<file path="config.mk">
export PLATFORM = sky130hd
export DESIGN_NAME = mem_port_arbiter
export DESIGN_NICKNAME = d
export VERILOG_FILES = /design/src/rtl/cpu_mem_pkg.sv /design/src/rtl/mem_rr_picker.sv /design/src/rtl/mem_port_arbiter.sv
export SDC_FILE = /design/constraint.sdc
export NUM_CORES = 1
export LEC_CHECK = 0
export CORE_MARGIN = 10
export CORE_UTILIZATION = 25
export CTS_CLUSTER_DIAMETER = 80
export DETAILED_ROUTE_END_ITERATION = 8
export PLACE_DENSITY = 0.52
export SKIP_CTS_REPAIR_TIMING = 1
export SLEW_MARGIN = 20
export SYNTH_ARGS = -nofsm -noshare
export SYNTH_HDL_FRONTEND = slang
export SYNTH_SLANG_ARGS = --single-unit
</file>
<file path="constraint.sdc">
create_clock -name clock -period 2.6 [get_ports clock]
set_input_delay 0.52 -clock clock [delete_from_list [all_inputs] [get_ports clock]]
set_output_delay 0.52 -clock clock [all_outputs]
set_load 0.02 [all_outputs]
</file>
<file path="src/rtl/cpu_mem_pkg.sv">
// ---------------------------------------------------------------------------
// cpu_mem_pkg
//   Shared definitions for the CPU/DMA memory port arbiter.
//   - ADDR_W / DATA_W : default address and data widths of the shared
//                       2048x16 program/data memory.
//   - PORT_CPU/PORT_DMA : requester indices.
//   - arb_state_t      : arbiter FSM states.
//   - rr_pick()        : 2-way round-robin choice used by mem_rr_picker.
// ---------------------------------------------------------------------------
package cpu_mem_pkg;

  localparam int ADDR_W = 11;
  localparam int DATA_W = 16;

  localparam logic PORT_CPU = 1'b0;
  localparam logic PORT_DMA = 1'b1;

  typedef enum logic [1:0] {
    IDLE   = 2'd0,
    ACCESS = 2'd1,
    WAIT   = 2'd2,
    DONE   = 2'd3
  } arb_state_t;

  // Index of the winning port. On a tie the port that was NOT served last
  // wins; with a single requester that requester wins. The result is only
  // meaningful when at least one request is present.
  function automatic logic rr_pick(input logic req0,
                                   input logic req1,
                                   input logic last_owner);
    logic idx;
    if (req0 && req1) begin
      idx = ~last_owner;
    end else if (req1) begin
      idx = PORT_DMA;
    end else begin
      idx = PORT_CPU;
    end
    return idx;
  endfunction

endpackage

</file>
<file path="src/rtl/mem_rr_picker.sv">
// ---------------------------------------------------------------------------
// mem_rr_picker
//   Combinational 2-way round-robin picker.
//   Ports:
//     req0, req1   in   requests from port 0 / port 1
//     last_owner   in   port granted most recently
//     grant_valid  out  at least one request present
//     grant_idx    out  index of the port to grant (valid with grant_valid)
// ---------------------------------------------------------------------------
module mem_rr_picker
  import cpu_mem_pkg::*;
(
  input  logic req0,
  input  logic req1,
  input  logic last_owner,
  output logic grant_valid,
  output logic grant_idx
);

  assign grant_valid = req0 | req1;
  assign grant_idx   = rr_pick(req0, req1, last_owner);

endmodule

</file>
<file path="src/rtl/mem_port_arbiter.sv">
// ---------------------------------------------------------------------------
// mem_port_arbiter
//   Shares one single-port memory between the CPU (port 0) and a DMA /
//   program loader (port 1). One transaction at a time:
//     IDLE -> ACCESS (one-cycle strobe) -> [WAIT for reads] -> DONE (ack).
//   Ports:
//     clock, reset           clock, asynchronous active-high reset
//     req/we/addr/wdata 0,1  requester side transaction fields
//     ack0, ack1             one-cycle completion pulse
//     rdata0, rdata1         read data, held until the next read on the port
//     mem_read, mem_write    memory strobes (exactly one ACCESS cycle)
//     mem_addr, mem_wdata    memory address / write data
//     mem_rdata              memory read data
//     busy                   high in every state except IDLE
//     owner                  port granted most recently (0 after reset)
//   Every output comes straight from a register.
// ---------------------------------------------------------------------------
module mem_port_arbiter #(
  parameter int ADDR_W  = cpu_mem_pkg::ADDR_W,
  parameter int DATA_W  = cpu_mem_pkg::DATA_W,
  parameter int MEM_LAT = 2
) (
  input  logic              clock,
  input  logic              reset,
  input  logic              req0,
  input  logic              req1,
  input  logic              we0,
  input  logic              we1,
  input  logic [ADDR_W-1:0] addr0,
  input  logic [ADDR_W-1:0] addr1,
  input  logic [DATA_W-1:0] wdata0,
  input  logic [DATA_W-1:0] wdata1,
  output logic              ack0,
  output logic              ack1,
  output logic [DATA_W-1:0] rdata0,
  output logic [DATA_W-1:0] rdata1,
  output logic              mem_read,
  output logic              mem_write,
  output logic [ADDR_W-1:0] mem_addr,
  output logic [DATA_W-1:0] mem_wdata,
  input  logic [DATA_W-1:0] mem_rdata,
  output logic              busy,
  output logic              owner
);

  import cpu_mem_pkg::*;

  // WAIT counter holds MEM_LAT-1 down to 1.
  localparam int CNT_W = (MEM_LAT > 2) ? $clog2(MEM_LAT) : 1;

  // ---------------------------------------------------------------------
  // Per-port request fields gathered into vectors so the granted port can
  // be selected by index.
  // ---------------------------------------------------------------------
  logic [1:0]        req_vec;
  logic [1:0]        we_vec;
  logic [ADDR_W-1:0] addr_arr  [2];
  logic [DATA_W-1:0] wdata_arr [2];

  assign req_vec      = {req1, req0};
  assign we_vec       = {we1, we0};
  assign addr_arr[0]  = addr0;
  assign addr_arr[1]  = addr1;
  assign wdata_arr[0] = wdata0;
  assign wdata_arr[1] = wdata1;

  // ---------------------------------------------------------------------
  // State
  // ---------------------------------------------------------------------
  arb_state_t        state_reg;
  logic              last_owner_reg;
  logic              owner_reg;
  logic              port_reg;       // port of the transaction in flight
  logic              we_reg;
  logic [CNT_W-1:0]  cnt_reg;
  logic              mem_read_reg;
  logic              mem_write_reg;
  logic [ADDR_W-1:0] mem_addr_reg;
  logic [DATA_W-1:0] mem_wdata_reg;
  logic              busy_reg;

  logic grant_valid;
  logic grant_idx;

  mem_rr_picker u_picker (
    .req0        (req_vec[0]),
    .req1        (req_vec[1]),
    .last_owner  (last_owner_reg),
    .grant_valid (grant_valid),
    .grant_idx   (grant_idx)
  );

  // Last WAIT cycle: mem_rdata is sampled on the closing edge.
  logic rdata_load;
  // Edge that moves the FSM into DONE: the ack register rises on it so the
  // ack pulse coincides with the DONE cycle.
  logic ack_fire;

  assign rdata_load = (state_reg == WAIT) && (cnt_reg == CNT_W'(1));
  assign ack_fire   = rdata_load || ((state_reg == ACCESS) && we_reg);

  // ---------------------------------------------------------------------
  // Arbiter FSM. Strobes default low each cycle so they can only be high
  // for the single ACCESS cycle that follows a grant.
  // ---------------------------------------------------------------------
  always_ff @(posedge clock or posedge reset) begin
    if (reset) begin
      state_reg      <= IDLE;
      last_owner_reg <= PORT_DMA;  // CPU wins the first tie
      owner_reg      <= PORT_CPU;
      port_reg       <= PORT_CPU;
      we_reg         <= 1'b0;
      cnt_reg        <= '0;
      mem_read_reg   <= 1'b0;
      mem_write_reg  <= 1'b0;
      mem_addr_reg   <= '0;
      mem_wdata_reg  <= '0;
      busy_reg       <= 1'b0;
    end else begin
      mem_read_reg  <= 1'b0;
      mem_write_reg <= 1'b0;
      case (state_reg)
        IDLE: begin
          if (grant_valid) begin
            // Fields are captured here; the requester may change or drop
            // them afterwards without affecting this transaction.
            port_reg       <= grant_idx;
            last_owner_reg <= grant_idx;
            owner_reg      <= grant_idx;
            we_reg         <= we_vec[grant_idx];
            mem_addr_reg   <= addr_arr[grant_idx];
            mem_wdata_reg  <= wdata_arr[grant_idx];
            mem_read_reg   <= ~we_vec[grant_idx];
            mem_write_reg  <= we_vec[grant_idx];
            busy_reg       <= 1'b1;
            state_reg      <= ACCESS;
          end
        end
        ACCESS: begin
          if (we_reg) begin
            state_reg <= DONE;
          end else begin
            cnt_reg   <= CNT_W'(MEM_LAT - 1);
            state_reg <= WAIT;
          end
        end
        WAIT: begin
          if (cnt_reg == CNT_W'(1)) begin
            state_reg <= DONE;
          end else begin
            cnt_reg <= cnt_reg - CNT_W'(1);
          end
        end
        DONE: begin
          busy_reg  <= 1'b0;
          state_reg <= IDLE;
        end
        default: begin
          busy_reg  <= 1'b0;
          state_reg <= IDLE;
        end
      endcase
    end
  end

  // ---------------------------------------------------------------------
  // Per-port ack pulse and read-data holding register.
  // ---------------------------------------------------------------------
  for (genvar gi = 0; gi < 2; gi++) begin : g_port
    logic              ack_q;
    logic [DATA_W-1:0] rdata_q;

    always_ff @(posedge clock or posedge reset) begin
      if (reset) begin
        ack_q   <= 1'b0;
        rdata_q <= '0;
      end else begin
        ack_q <= ack_fire && (port_reg == 1'(gi));
        if (rdata_load && (port_reg == 1'(gi))) begin
          rdata_q <= mem_rdata;
        end
      end
    end
  end

  assign ack0      = g_port[0].ack_q;
  assign ack1      = g_port[1].ack_q;
  assign rdata0    = g_port[0].rdata_q;
  assign rdata1    = g_port[1].rdata_q;
  assign mem_read  = mem_read_reg;
  assign mem_write = mem_write_reg;
  assign mem_addr  = mem_addr_reg;
  assign mem_wdata = mem_wdata_reg;
  assign busy      = busy_reg;
  // owner tracks last_owner but has its own register because it must read
  // 0 after reset while last_owner resets to 1.
  assign owner     = owner_reg;

endmodule
</file>
# Yosys cells after proc, flatten, opt, wreduce, memory -nomap -nowiden
# Cells that the tools add are included.
# Widths: inputs -> output; s select.
# word_totals
regBits,70
latch_bits,0
ram_bits,0
mem_bits_ro,0
in_bits,76
output_inout_bits,65
word_cells,66
mem_count,0
# op_classes
add_sub_neg,1
mul,0
n_div,0
order_cmp,2
n_eq_ne,6
shift,0
n_mux,23
bitwise_logic,5
n_reduce_logical,15
# op_table
cell,n
$mux 16,3
$mux 11,3
$mux 1,12
$pmux 2 s4,1
$reduce_and 2->1,4
$logic_and 1x1->1,7
$ne 2x2->1 const B,3
$eq 2x2->1 const B,2
$mux 2,2
$pmux 1 s2,2
$reduce_bool 2->1,2
$not 1->1,3
$eq 2x1->1 const B,1
$ge 2x2->1 const B,1
$logic_not 2->1,1
$lt 1x2->1 const B,1
$not 1->2,1
$logic_or 1x1->1,1
$or 1x1->1,1
$sub 1x1->1 const B,1

# Logic depth before layout (Yosys ltp)
# depth
depth_word,7
mapped_depth,7

# Cells and area by module
# Synthesis repeated with hierarchy kept, for this count alone.
# hier_totals
hier_cells,236
area_unflattened_um2,2990.4
# by_module_without_submodules
mod,n_inst,cells_per_inst,area_each_um2,seq_area_each_um2
mem_port_arbiter,1,234,2976.6,1752.9
mem_rr_picker,1,2,13.8,0.0

# Least setup slack after synthesis
# Ideal clock, no wire load.
# synth_path
kind,flip-flop to flip-flop
startpoint,reg state_reg[0]
endpoint,"reg g_port[0].rdata_q[0], in the netlist rdata0[0]"
setup_time_ps,125
t_arrival_ps,1509
t_required_ps,2475
path_slack_ps,966
stages_incl_launch_ff,8
path_buffers,2
synth_period_minus_slack_ps,1634
cell_sequence,dfrtp_1 > inv_1 > ha_1 > nand2_2 > or2_1 > buf_6 > buf_12 > mux2_4
# synth_via
elab_chain_cells,3
# synth_rtl
item,line_no,text
from (decl),mem_port_arbiter.sv:70,arb_state_t state_reg;
from (signal assigned),mem_port_arbiter.sv:108,state_reg <= IDLE;
from (signal assigned),mem_port_arbiter.sv:136,state_reg <= ACCESS;
from (signal assigned),mem_port_arbiter.sv:141,state_reg <= DONE;
$eq 2x2->1,mem_port_arbiter.sv:99,assign rdata_load = (state_reg == WAIT) && (cnt_reg == CNT_W'(1));
$logic_and 1x1->1,mem_port_arbiter.sv:99,
$logic_and 1x1->1,mem_port_arbiter.sv:179,if (rdata_load && (port_reg == 1'(gi))) begin
to (signal assigned),mem_port_arbiter.sv:180,rdata_q <= mem_rdata;
to (decl),mem_port_arbiter.sv:171,logic [DATA_W-1:0] rdata_q;
# No other way between the ends.
# A chain may end at the register's enable or synchronous reset.

==> flow_summary.ini <==
[critical_path]
cp-end-kind = primary output
cp.depth = 1
cp_cell_sequence = clkdlybuf4s50_1
arrival_ns = 1.44
r2r_end = mem_wdata[0]
cpLargestDelayFamily = buffers and inverters
path_class = reg -> out
reg2reg_depth = 6
slowest_stage = clkdlybuf4s50_1
worstPathMaxFanout = 6
endpoint = owner
crit_start = port_reg
r2r-start = state_reg[0]
required_ns = 2.08
crit_path_start_kind = flip-flop
crit_buf_inv = 1
max_stage_delay_ns = 0.66
regToRegSetupSlack_ns = 0.84

[cells_and_area]
n_fill_cell = 1156
final_area_sq_mm = 0.004828
diodes = 0
syn_to_final_growth_pct = 62.35
drive_gt1_frac = 0.1488
nets = 486
finalNonFillerCells = 553

[clocking]
clock_path_buffers = 2
clock-sinks = 70
cts_tree = done
root_buffer = clkbuf_16
clock_latency_ns = 0.34
clk_pin_slew_ns = 0.06
htree_levels = 3
cts-buffers-inserted = 9

[detailed_routing]
wl_um = 9723
avgViaCountPerCell = 4.524
vias = 2502
wl_per_cell_um = 17.58
final_antenna_net_count = 0
drc = 0
drtIter0Drc = 110
drtPass1Iterations = 4

[die]
die_h_um = 129.1
die_w_um = 129.1
rows = 39
die_area_sq_mm = 0.01666
io_pins = 141
start_util = 0.2583
coreArea_sq_mm = 0.01152

[synth]
synth_seq_area_share = 0.5894
synthTopCellsByArea = dfrtp_1, a21oi_1, mux2_2, mux2_4, nor2_1
syn_area_sq_mm = 0.002974
netlist.area_leader.share = 0.5806
synthCells = 262
yosysWarningCount = 0
synth_ff_type = dfrtp_1
async_flop_share = 1.000
synth_fp_nets = 342
syn_avg_cell_area_sq_um = 11.35
synth_edf_count = 0
synth_seq_cells = 70
yosysTopAreaCell = dfrtp_1
netlist-cell-type-count = 32

[placement]
dp.cells = 538
gp_congestion = 0.7108
hpwl_um = 7220
dpl_cell_area_sq_mm = 0.004547
port_buffers = 140

[sta]
worst_slew_pin_slew_ns = 0.4715
slew_viol_final = 0
slew_headroom = 0.6853
rsz0062_at_grt = false
fin_skew_ns = 0.004441
finalSetupTns_ns = 0
finalCritPeriodShare = 0.7551
fmaxAchievable_ghz = 0.5094
timing_hold_violations_final = 0
setup_viol = 0
post-route-min-period_ns = 1.963

[grt]
grt_pass1_wl_um = 14990
track_usage = 0.1164
grt_max_degree = 71
grt_pass1_vias = 2707
grt_overflow = 0
grt_antenna_before_repair = 0

[power_and_ir_drop]
ir_drop_mv = 0.5961
power_density_mw_per_mm2 = 1315
leakage_nw = 2.055

[status]
status = finished clean

[hold_path]
hold_class = reg -> reg

[flow_run]
maxCapViolCount = 0
==> synthesized netlist by cell type (2+ instances only) <==
cell type,n
a21oi_1,57
buf_2,4
buf_4,2
clkbuf_1,6
dfrtp_1,69
ha_1,4
inv_1,5
mux2_2,22
mux2_4,10
nand2_1,28
nor2_1,30
o21ai_0,5
==> cells by family (layout without fill, tap and decap cells) <==
group	count (synthesis)	in the layout	synth area share
compound gates	71	71	0.1296
fa+ha+maj	4	4	0.01683
buf+inv	19	167	0.03618
flops	70	70	0.5894
mux	33	33	0.1371
simple gates	65	65	0.09088
==> through the flow <==
step           setup WS [ns]  power (mW)    util  hold slack [ns]
3_3_place_gp          0.6011       5.180  0.3948           0.4897
6_report              0.6367       6.349  0.4193           0.5004
4_1_cts               0.5954       6.465  0.4193           0.5078
5_1_grt               0.5622       6.776  0.4193           0.5207
3_5_place_dp          0.5659       5.222  0.3948           0.4950
2_1_floorplan         0.3134       3.716       -           0.5052
==> how the worst min path moves through the flow <==
| stage | cells past startpoint | from | endpoint |
|---|---|---|---|
| 3_5_place_dp | 1 | rdata1[11] | rdata1[11] |
| 3_3_place_gp | 1 | rdata0[14] | rdata0[14] |
| 2_1_floorplan | 1 | cnt_reg | cnt_reg |
| 4_1_cts | 1 | rdata1[11] | rdata1[11] |
| 5_1_grt | 1 | rdata1[11] | rdata1[11] |
| 6_report | 1 | rdata1[11] | rdata1[11] |
==> power breakdown <==
part / leakage [nW] / switching (mW) / internal (mW) / total (mW)
Sequential: 0.805 / 0.304 / 1.65 / 1.95
Combinational: 1.11 / 1.60 / 1.61 / 3.21
Clock: 0.139 / 0.455 / 0.736 / 1.19
==> layout by cell type (no fill, tap or decap), types with 2 or more instances in the layout <==
master / instances
dfrtp_1: 69
nor2_1: 30
nand2_1: 28
clkbuf_16: 9
a21oi_1: 57
buf_4: 5
ha_1: 4
mux2_4: 10
buf_12: 2
clkinv_2: 2
o21ai_0: 4
clkdlybuf4s50_1: 140
mux2_2: 22
inv_1: 4
clkbuf_1: 2
==> per-layer routing <==
metal  vias up  GRT usage  wire, um
li1       1180          -         -
met1      1183     0.1360      4173
met2       131     0.1660      4105
met3         8    0.08279      1346
met4         0    0.03545        97
met5         -          0         0
==> final cells by class <==
cell class                 count  area (sq um)  share of cell area
inverter                       5         18.77            0.003887
clock inverter                 4         48.80             0.01011
timing repair buffer         147          1479              0.3063
clock buffer                  11         232.7             0.04820
multi-input combinational    173          1117              0.2314
tap                          143         178.9             0.03706
sequential                    70          1753              0.3630
Power figures use the tool's default switching activity.
